[src/rtl/arm7tdmi_mul_sequencer_pkg.sv]
// Shared types and constants for the ARM7TDMI multiply sequencer and multiplier.
package arm7tdmi_pkg;

  typedef enum logic [1:0] {
    MUL_MUL  = 2'b00,
    MUL_MLA  = 2'b01,
    MUL_MULL = 2'b10,
    MUL_MLAL = 2'b11
  } mul_type_t;

  typedef enum logic [1:0] {
    IDLE  = 2'b00,
    EXEC  = 2'b01,
    WB_LO = 2'b10,
    WB_HI = 2'b11
  } mul_seq_state_t;

  localparam int MUL_MAX_CYCLES = 6;
  localparam int MUL_CNT_W      = 3;

  function automatic logic is_long_type(mul_type_t t);
    return t[1];
  endfunction

endpackage

[src/rtl/arm7tdmi_mul_sequencer_if.sv]
// Sequencer <-> combinational multiplier bus.
interface arm7tdmi_mul_if;
  import arm7tdmi_pkg::*;

  // mul_en high means operands/accumulators are stable this cycle; the multiplier
  // answers combinationally and the sequencer samples results on its last EXEC cycle.
  // There is no backpressure on this bus.
  logic        mul_en;
  mul_type_t   mul_type;
  logic        mul_signed;
  logic        mul_set_flags;
  logic [31:0] operand_a;
  logic [31:0] operand_b;
  logic [31:0] acc_hi;
  logic [31:0] acc_lo;
  logic [31:0] mul_result_hi;
  logic [31:0] mul_result_lo;
  logic        mul_negative;
  logic        mul_zero;

  modport master (
    output mul_en, mul_type, mul_signed, mul_set_flags,
    output operand_a, operand_b, acc_hi, acc_lo,
    input  mul_result_hi, mul_result_lo, mul_negative, mul_zero
  );

  modport slave (
    input  mul_en, mul_type, mul_signed, mul_set_flags,
    input  operand_a, operand_b, acc_hi, acc_lo,
    output mul_result_hi, mul_result_lo, mul_negative, mul_zero
  );

endinterface

[src/rtl/arm7tdmi_mul_sequencer_cycle_count.sv]
// Booth-style early-termination cycle count m (1..4) from Rs.
// ARM7_MUL_EARLY_TERM_EN enables early termination; otherwise m is always 4.
module arm7tdmi_mul_cycle_count (
  input  logic [31:0] rs,
  input  logic        is_long,
  input  logic        is_signed,
  output logic [2:0]  m
);

`ifdef ARM7_MUL_EARLY_TERM_EN
  logic sext_ok;

  // Unsigned long multiplies cannot treat a run of ones as sign extension.
  assign sext_ok = !is_long || is_signed;

  always_comb begin
    m = 3'd4;
    if ((rs[31:24] == 8'h00) || (sext_ok && (&rs[31:24]))) m = 3'd3;
    if ((rs[31:16] == 16'h0000) || (sext_ok && (&rs[31:16]))) m = 3'd2;
    if ((rs[31:8] == 24'h000000) || (sext_ok && (&rs[31:8]))) m = 3'd1;
  end
`else
  logic unused_inputs;

  assign unused_inputs = ^{rs, is_long, is_signed};
  assign m = 3'd4;
`endif

endmodule

[src/rtl/arm7tdmi_mul_sequencer.sv]
// Multi-cycle control for MUL/MLA/UMULL/SMULL/UMLAL/SMLAL: latch, execute, write back.
// Cycle counts depend on ARM7_MUL_EARLY_TERM_EN (see arm7tdmi_mul_cycle_count).
module arm7tdmi_mul_sequencer
  import arm7tdmi_pkg::*;
(
  input  logic                 clk,
  input  logic                 rst,
  input  logic                 start,
  input  logic                 abort,
  input  logic [1:0]           instr_mul_type,
  input  logic                 instr_signed,
  input  logic                 instr_set_flags,
  input  logic [3:0]           instr_rd,
  input  logic [3:0]           instr_rn,
  input  logic [31:0]          rm_data,
  input  logic [31:0]          rs_data,
  input  logic [31:0]          rn_data,
  input  logic [31:0]          rd_data,
  output logic                 busy,
  arm7tdmi_mul_if.master       mul,
  output logic                 wb_en,
  output logic [3:0]           wb_addr,
  output logic [31:0]          wb_data,
  output logic                 flag_we,
  output logic                 flag_n,
  output logic                 flag_z,
  output logic                 done,
  output mul_seq_state_t       state_dbg
);

  mul_seq_state_t        state, state_nxt;
  logic [MUL_CNT_W-1:0]  cnt;
  logic [MUL_CNT_W-1:0]  n_load;
  logic [MUL_CNT_W-1:0]  n_extra;
  logic [2:0]            m;

  mul_type_t   lat_type;
  logic        lat_signed;
  logic        lat_s;
  logic [3:0]  lat_rd;
  logic [3:0]  lat_rn;
  logic [31:0] lat_rm;
  logic [31:0] lat_rs;
  logic [31:0] lat_acc_hi;
  logic [31:0] lat_acc_lo;
  logic [31:0] res_hi;
  logic [31:0] res_lo;
  logic        res_n;
  logic        res_z;
  logic        final_wb;
  mul_type_t   in_type;

  assign in_type = mul_type_t'(instr_mul_type);

  arm7tdmi_mul_cycle_count u_cycle_count (
    .rs        (rs_data),
    .is_long   (is_long_type(in_type)),
    .is_signed (instr_signed),
    .m         (m)
  );

  // Accumulate forms and long forms each spend extra cycles in the array.
  always_comb begin
    n_extra = 3'd0;
    case (in_type)
      MUL_MUL:  n_extra = 3'd0;
      MUL_MLA:  n_extra = 3'd1;
      MUL_MULL: n_extra = 3'd1;
      MUL_MLAL: n_extra = 3'd2;
      default:  n_extra = 3'd0;
    endcase
    n_load = m + n_extra;
  end

  always_comb begin
    state_nxt = state;
    case (state)
      IDLE:    if (start) state_nxt = EXEC;
      EXEC: begin
        if (abort)          state_nxt = IDLE;
        else if (cnt == 3'd1) state_nxt = WB_LO;
      end
      WB_LO:   state_nxt = is_long_type(lat_type) ? WB_HI : IDLE;
      WB_HI:   state_nxt = IDLE;
      default: state_nxt = IDLE;
    endcase
  end

  always_ff @(posedge clk or posedge rst) begin
    if (rst) begin
      state      <= IDLE;
      cnt        <= '0;
      lat_type   <= MUL_MUL;
      lat_signed <= 1'b0;
      lat_s      <= 1'b0;
      lat_rd     <= '0;
      lat_rn     <= '0;
      lat_rm     <= '0;
      lat_rs     <= '0;
      lat_acc_hi <= '0;
      lat_acc_lo <= '0;
      res_hi     <= '0;
      res_lo     <= '0;
      res_n      <= 1'b0;
      res_z      <= 1'b0;
    end else begin
      state <= state_nxt;
      case (state)
        IDLE: begin
          if (start) begin
            cnt        <= n_load;
            lat_type   <= in_type;
            lat_signed <= instr_signed;
            lat_s      <= instr_set_flags;
            lat_rd     <= instr_rd;
            lat_rn     <= instr_rn;
            lat_rm     <= rm_data;
            lat_rs     <= rs_data;
            lat_acc_hi <= rd_data;
            lat_acc_lo <= rn_data;
          end
        end
        EXEC: begin
          cnt <= abort ? '0 : cnt - 3'd1;
          if (!abort && cnt == 3'd1) begin
            res_hi <= mul.mul_result_hi;
            res_lo <= mul.mul_result_lo;
            res_n  <= mul.mul_negative;
            res_z  <= mul.mul_zero;
          end
        end
        default: ;
      endcase
    end
  end

  assign final_wb = ((state == WB_LO) && !is_long_type(lat_type)) || (state == WB_HI);

  assign busy              = (state != IDLE);
  assign state_dbg         = state;
  assign mul.mul_en        = (state == EXEC);
  assign mul.mul_type      = lat_type;
  assign mul.mul_signed    = lat_signed;
  assign mul.mul_set_flags = lat_s;
  assign mul.operand_a     = lat_rm;
  assign mul.operand_b     = lat_rs;
  assign mul.acc_hi        = lat_acc_hi;
  assign mul.acc_lo        = lat_acc_lo;

  always_comb begin
    wb_en   = 1'b0;
    wb_addr = '0;
    wb_data = '0;
    case (state)
      WB_LO: begin
        wb_en   = 1'b1;
        wb_addr = is_long_type(lat_type) ? lat_rn : lat_rd;
        wb_data = res_lo;
      end
      WB_HI: begin
        wb_en   = 1'b1;
        wb_addr = lat_rd;
        wb_data = res_hi;
      end
      default: ;
    endcase
  end

  assign done    = final_wb;
  assign flag_we = final_wb & lat_s;
  assign flag_n  = final_wb & res_n;
  assign flag_z  = final_wb & res_z;

endmodule

[src/flat_wrapper.sv]
// flat-port wrapper written by rule: the top's interface ports become plain ports
module arm7tdmi_mul_sequencer_flat import arm7tdmi_pkg::*;
  (clk, rst, start, abort, instr_mul_type, instr_signed, instr_set_flags, instr_rd, instr_rn, rm_data, rs_data, rn_data, rd_data, busy, wb_en, wb_addr, wb_data, flag_we, flag_n, flag_z, done, state_dbg, mul_mul_en, mul_mul_type, mul_mul_signed, mul_mul_set_flags, mul_operand_a, mul_operand_b, mul_acc_hi, mul_acc_lo, mul_mul_result_hi, mul_mul_result_lo, mul_mul_negative, mul_mul_zero);
  arm7tdmi_mul_if mul_i ();
  input  logic clk;
  input  logic rst;
  input  logic start;
  input  logic abort;
  input  logic [1:0] instr_mul_type;
  input  logic instr_signed;
  input  logic instr_set_flags;
  input  logic [3:0] instr_rd;
  input  logic [3:0] instr_rn;
  input  logic [31:0] rm_data;
  input  logic [31:0] rs_data;
  input  logic [31:0] rn_data;
  input  logic [31:0] rd_data;
  output logic busy;
  output logic wb_en;
  output logic [3:0] wb_addr;
  output logic [31:0] wb_data;
  output logic flag_we;
  output logic flag_n;
  output logic flag_z;
  output logic done;
  output mul_seq_state_t state_dbg;
  output wire logic [$bits(mul_i.mul_en)-1:0] mul_mul_en;
  output wire logic [$bits(mul_i.mul_type)-1:0] mul_mul_type;
  output wire logic [$bits(mul_i.mul_signed)-1:0] mul_mul_signed;
  output wire logic [$bits(mul_i.mul_set_flags)-1:0] mul_mul_set_flags;
  output wire logic [$bits(mul_i.operand_a)-1:0] mul_operand_a;
  output wire logic [$bits(mul_i.operand_b)-1:0] mul_operand_b;
  output wire logic [$bits(mul_i.acc_hi)-1:0] mul_acc_hi;
  output wire logic [$bits(mul_i.acc_lo)-1:0] mul_acc_lo;
  input wire logic [$bits(mul_i.mul_result_hi)-1:0] mul_mul_result_hi;
  input wire logic [$bits(mul_i.mul_result_lo)-1:0] mul_mul_result_lo;
  input wire logic [$bits(mul_i.mul_negative)-1:0] mul_mul_negative;
  input wire logic [$bits(mul_i.mul_zero)-1:0] mul_mul_zero;
  assign mul_mul_en = mul_i.mul_en;
  assign mul_mul_type = mul_i.mul_type;
  assign mul_mul_signed = mul_i.mul_signed;
  assign mul_mul_set_flags = mul_i.mul_set_flags;
  assign mul_operand_a = mul_i.operand_a;
  assign mul_operand_b = mul_i.operand_b;
  assign mul_acc_hi = mul_i.acc_hi;
  assign mul_acc_lo = mul_i.acc_lo;
  assign mul_i.mul_result_hi = mul_mul_result_hi;
  assign mul_i.mul_result_lo = mul_mul_result_lo;
  assign mul_i.mul_negative = mul_mul_negative;
  assign mul_i.mul_zero = mul_mul_zero;
  arm7tdmi_mul_sequencer u_core (.clk(clk), .rst(rst), .start(start), .abort(abort), .instr_mul_type(instr_mul_type), .instr_signed(instr_signed), .instr_set_flags(instr_set_flags), .instr_rd(instr_rd), .instr_rn(instr_rn), .rm_data(rm_data), .rs_data(rs_data), .rn_data(rn_data), .rd_data(rd_data), .busy(busy), .mul(mul_i), .wb_en(wb_en), .wb_addr(wb_addr), .wb_data(wb_data), .flag_we(flag_we), .flag_n(flag_n), .flag_z(flag_z), .done(done), .state_dbg(state_dbg));
endmodule
[config.mk]
export PLATFORM = sky130hd
export DESIGN_NAME = arm7tdmi_mul_sequencer_flat
export DESIGN_NICKNAME = d
export VERILOG_FILES = /design/src/rtl/arm7tdmi_mul_sequencer_pkg.sv /design/src/rtl/arm7tdmi_mul_sequencer_if.sv /design/src/rtl/arm7tdmi_mul_sequencer_cycle_count.sv /design/src/rtl/arm7tdmi_mul_sequencer.sv /design/src/flat_wrapper.sv
export SDC_FILE = /design/constraint.sdc
export NUM_CORES = 1
export LEC_CHECK = 0
export CAP_MARGIN = 5
export CORE_UTILIZATION = 30
export DETAILED_ROUTE_END_ITERATION = 10
export PLACE_DENSITY_LB_ADDON = 0.15
export SLEW_MARGIN = 5
export SYNTH_ARGS = -nofsm -noshare
export SYNTH_HDL_FRONTEND = slang
export SYNTH_SLANG_ARGS = --single-unit
[constraint.sdc]
create_clock -name clk -period 6.2 [get_ports clk]
set_input_delay 0.62 -clock clk [delete_from_list [all_inputs] [get_ports clk]]
set_output_delay 0.62 -clock clk [all_outputs]
set_load 0.01 [all_outputs]
* Yosys cells after proc, flatten, opt, wreduce, memory -nomap -nowiden
Index checks and enable logic that the tools add are counted.
Word-level totals: memory bits (writable) 0, bits in latches 0, logic and storage cells 57, ROM bits 0, memories kept 0, bits in registers 211
Operators by class: div/mod/pow operators 0, magnitude comparators 0, multiply operators 0, add/subtract/negate cells 2, equal/unequal tests 9, bitwise gates (word level) 3, reduce and logical (&&, ||, !) cells 15, mux-type cells 13, shift-type cells 0
Operators with widths (count):
- $pmux W32 S2 | 1
- $pmux W3 S3 | 1
- $eq A2 B2 Y1 const B | 4
- $mux W2 | 4
- $pmux W2 S4 | 1
- $pmux W4 S2 | 1
- $reduce_and A2 Y1 | 4
- $mux W3 | 2
- $pmux W3 S2 | 1
- $eq A2 B1 Y1 const B | 2
- $logic_not A2 Y1 | 2
- $mux W4 | 1
- $reduce_bool A2 Y1 | 2
- $reduce_or A2 Y1 | 2
- $add A3 B3 Y3 const A | 1
- $and A1 B1 Y1 | 3
- $eq A3 B1 Y1 const B | 1
- $ne A3 B2 Y1 const B | 1
- $sub A3 B1 Y3 const B | 1
- $logic_and A1 B1 Y1 | 2
- $logic_not A1 Y1 | 2
- $ne A2 B2 Y1 const B | 1
- $logic_or A1 B1 Y1 | 1
- $mux W1 | 1

* Longest topological paths before layout
depth in word-level cells 6, gate-level depth with buffers 8, gate-level depth less buffers 5

* By module
Synthesis repeated with hierarchy kept, for this count alone.
Second synthesis, totals: cell total of the unflattened synthesis 570, area total of the unflattened synthesis 8811.0 µm²
Modules (own cells, without submodules):
- arm7tdmi_mul_sequencer | cells an instance 565, area an instance 8780.9 µm², sequential area each 5280.1 µm², times used 1
- arm7tdmi_mul_cycle_count | cells an instance 5, area an instance 30.0 µm², sequential area each 0.0 µm², times used 1

* Worst setup path after synthesis
OpenSTA, ideal clock, no wires.
kind register -> output, start reg u_core.state[0] (netlist: u_core.state_dbg[0]), end out wb_addr[0], stages on the path, launching flop included 5, required time 5580 ps, arrival time 1221 ps, setup slack 4359 ps, cell sequence dfrtp_1 buf_2 nand2b_1 nand2_1 a21boi_0
Between the ends: longest elaborated chain between the ends 2
Ends and longest elaborated chain:
- start, declared | RTL line arm7tdmi_mul_sequencer.sv:31 | mul_seq_state_t state, state_nxt;
- start signal, assigned | RTL line arm7tdmi_mul_sequencer.sv:107 | state <= state_nxt;
- $eq A2 B2 Y1 | RTL line arm7tdmi_mul_sequencer.sv:154 | case (state)
- $pmux W4 S2 (*) | RTL line arm7tdmi_mul_sequencer.sv:154
- end, declared | RTL line flat_wrapper.sv:20 | output logic [3:0] wb_addr;
Every way passes the cells marked *; elsewhere a longest branch is shown, timed or not.

* Final worst setup path
start reg u_core.state[0] (netlist: u_core.state_dbg[0]), end out wb_addr[3]
The elaborated chain is that of the path after synthesis.

==> out/metrics.sh <==
OUTCOME='finished clean'
REMAINING_DRC_ERRORS=0
POST_SYNTH_MAIN_AREA_CONTRIBUTORS='dfrtp_1 (61%), mux2_2 (23%), mux2_4 (5.0%), mux2i_1 (3.7%), nor2b_1 (2.4%)'
FINALCLOCKSKEW_NS=0.007377
SYNTH_ENABLE_FLOP_CELLS=0
CP_TOP_FAMILY='buffers and inverters'
HOLD_VIO_CNT_FINAL=0
AVGVIACOUNTPERCELL=4.420
TIMING.CRITICAL_PATH.TO_TYPE='output pin'
GRT_PASS1_VIAS=6365
PLACE_CONGESTION=0.7427
SYNTH.LIB_CELLS_USED.DISTINCT=27
TNS_NS=0
POWER.STATIC_LEAKAGE_nW=5.766
WORSTSETUPPATHTYPE='register to output pin'
DIE_HEIGHT_UM=172.2
SYNTHESIZED_NETLIST_CELL_COUNT=563
NUMPORTBUFFERS=386
SETUP-VIOLATIONS-FINAL=0
GRT_START_MAX_NET_PINS=149
SYNTH-ASYNC-RESET-RATIO=1.000
SYNTH_TOP_AREA_FRAC=0.6074
N_FILL_CELL=2536
PIN_COUNT=387
POST_SYNTH_INSTANCE_AREA_UM2=8693
CRITPATHBUFINV=2
START_KIND='register'
NON_FILLER_CELLS_IN_THE_FINISHED_LAYOUT=1342
VIA_COUNT=5931
CP_DATA_ARRIVAL_TIME_NS=2.64
FLOORPLAN.DIE_AREA_UM2=29660
WORST_SLEW_PIN_SLEW_NS=1.101
WORST_PATH_MAX_DELAY_CELL='clkdlybuf4s50_1'
CTS_MAX_PATH_BUFFERS=3
GRT_ANTENNA_BEFORE_REPAIR=0
SYNTHTOPCELLSBYCOUNT='dfrtp_1 (211), mux2_2 (177), nor2b_1 (33)'
CTS_TREE='done'
YS_SEQ_ELEMENTS=211
DRT.ANTENNA.VIOLATING_NETS=0
RELATIVE_AREA_CHANGE_FROM_SYNTHESIS_TO_FINAL_LAYOUT_PCT=57.79
SYN-NUM-NETS=776
POST_CTS.RESIZED_INSTANCES=0
LAYOUT_MIN_CYCLE_TIME_NS=3.261
GRT_REMAINING_OVERFLOW=0
CTS-HTREE-LEVELS=1
TIMING.MAX_SLEW.REL_SLACK=0.2660
DRT-WIRELENGTH-PER-CELL_UM=17.94
CLOCK_INSERTION_DELAY_WORST_SKEW_NS=0.52
PATH_CELLS='buf_4, nand2b_1, nand2_1, a21boi_0, clkdlybuf4s50_1'
MAX_FREQ_MHz=306.7
CORE_REGION_AREA_UM2=28160
DPL_WORST_SLACK_NS=3.359
INITIAL_UTILIZATION=0.3087
CTS_NUM_SINKS=211
PLACEMENTROWS=61
SETUP_REPAIR_AFTER_GLOBAL_ROUTING_MISSED_ITS_MARGIN='false'
DIE_W_UM=172.2
CLOCK-ROOT-BUFFER='clkbuf_16'
SYNTH_AREA_LEADER_CELL='dfrtp_1'
POSTLAYOUTSETUPSLACKWORST_NS=2.939
SYNTH_SEQ_AREA_SHARE=0.6074
YOSYS.CELL_COUNT.TOP_TYPE='dfrtp_1'
AVGSYNTHCELLAREA_UM2=15.44
YOSYS_MOST_USED_DFF='dfrtp_1'
DP_CELLS=1298
NUMBER_OF_HOLD_BUFFERS_ADDED_AFTER_CTS=0
POST-CTS-SETUP-BUFFERS=0
WARNING_COUNT_FROM_THE_YOSYS_RUN=0
DETAILEDROUTE.FIRSTITERATIONVIOLATIONS=161
NUM-NETS-FINAL=1160
ROUTED_WL_UM=24070
GLOBAL_ROUTE_TOTAL_USAGE_ACROSS_EVERY_LAYER=0.1616
SLEW_VIOL_FINAL=0
DP_HPWL_UM=16620
INSERTEDDIODECOUNT=0
TIMING.CRITICAL_PATH.SLOWEST_CELL_DELAY_NS=0.57
FINAL.PERIOD_UTILIZATION=0.5260
IR_DROP_mV=0.2241
WORST_MIN_DELAY_PATH_CLASS='input port to async pin'
P_PER_AREA_nW_PER_UM2=481.2
CRITICAL_PATH_REQUIRED_NS=5.58
CTS_BUFS_INSERTED=25
COUNT_OF_TRITONROUTE_ITERATIONS_IN_THE_FIRST_ROUTING_PASS=4
GRT_FIRST_PASS_WIRELENGTH_UM=36730
LAYOUT-DRIVE-GT1-SHARE=0.2635
PATH_CLK_SLEW_NS=0.06
CRITICAL_PATH_PEAK_FANOUT=40
FIN_WORST_HOLD_SLACK_NS=0.4614
DRV_CAP=0
-- cell type report --
type                    count  area [um2]  area share
flip-flops and latches    211        5281      0.3850
repair buffers            391        3926      0.2862
multi-input cells         312        3214      0.2343
clock buffers              34       689.4     0.05026
well taps                 378       473.0     0.03448
clock inverters            10       106.4    0.007753
inverters                   6       26.28    0.001916
-- power by group --
group          total, mW  leakage [nW]  internal [mW]  switching [mW]
logic               2.75          2.86           1.73            1.02
registers           2.42          2.51           2.07           0.352
clock network       1.43         0.393          0.858           0.573
total               6.60          5.77           4.65            1.95
-- flip-flops by register name, summed over array words and instances, names as in the netlist, 2 cells and up --
name                  count
u_core.mul.acc_hi        32
u_core.mul.acc_lo        32
u_core.mul.operand_a     32
u_core.mul.operand_b     32
u_core.res_hi            32
u_core.res_lo            32
u_core.lat_rd             4
u_core.lat_rn             4
u_core.cnt                3
u_core.mul.mul_type       2
u_core.state_dbg          2
-- layout by cell type (no fill, tap or decap), types with 4 or more instances in the layout --
| cell | n |
|---|---|
| mux2_4 | 29 |
| clkinv_2 | 6 |
| dfrtp_1 | 210 |
| nor2b_1 | 33 |
| inv_1 | 5 |
| clkdlybuf4s50_1 | 386 |
| mux2_2 | 177 |
| a21boi_0 | 4 |
| clkbuf_1 | 6 |
| nand2_1 | 11 |
| clkbuf_16 | 25 |
| mux2i_1 | 32 |
-- per-layer routing --
layer | track usage | share of wire | up-vias
met5 | 0 | 0 | -
met3 | 0.06317 | 0.096 | 40
met1 | 0.1895 | 0.39 | 2933
li1 | - | - | 2730
met2 | 0.2723 | 0.49 | 228
met4 | 0.04656 | 0.025 | 0
-- cells by family after synthesis --
group                    count (synthesis)  synth area share
AND/OR/NAND/NOR                         60           0.03929
AO/OA/AOI/OAI                           11          0.008779
multiplexers                           238            0.3162
flip-flops                             211            0.6074
buffers and inverters                   40           0.02404
adder cells (fa/ha/maj)                  3          0.004318
-- metrics by stage --
stage,cell area (um2),utilization,total power [mW]
5_1_grt,13720,0.4871,7.003
2_1_floorplan,8697,-,3.810
3_3_place_gp,12920,0.4588,5.206
3_5_place_dp,12920,0.4588,5.222
6_report,13720,0.4871,6.600
4_1_cts,13720,0.4871,6.717
-- worst paths after layout --
kind	end	depth (start not counted)	slack (ns)	from
max in group asynchronous	u_core.mul.operand_b[12]	4	4.05	rst
worst min register to register	u_core.res_lo[10]	1	0.50	u_core.res_lo[10]
worst max-delay path	wb_addr[3]	5	2.94	u_core.state_dbg[0]
worst max register to register	u_core.res_hi[19]	4	3.70	u_core.state_dbg[0]
min in group clk	u_core.res_lo[10]	1	0.50	u_core.res_lo[10]
worst min-delay path	u_core.mul.operand_b[30]	2	0.46	rst
Note: power is estimated with default switching activity, not from simulation.
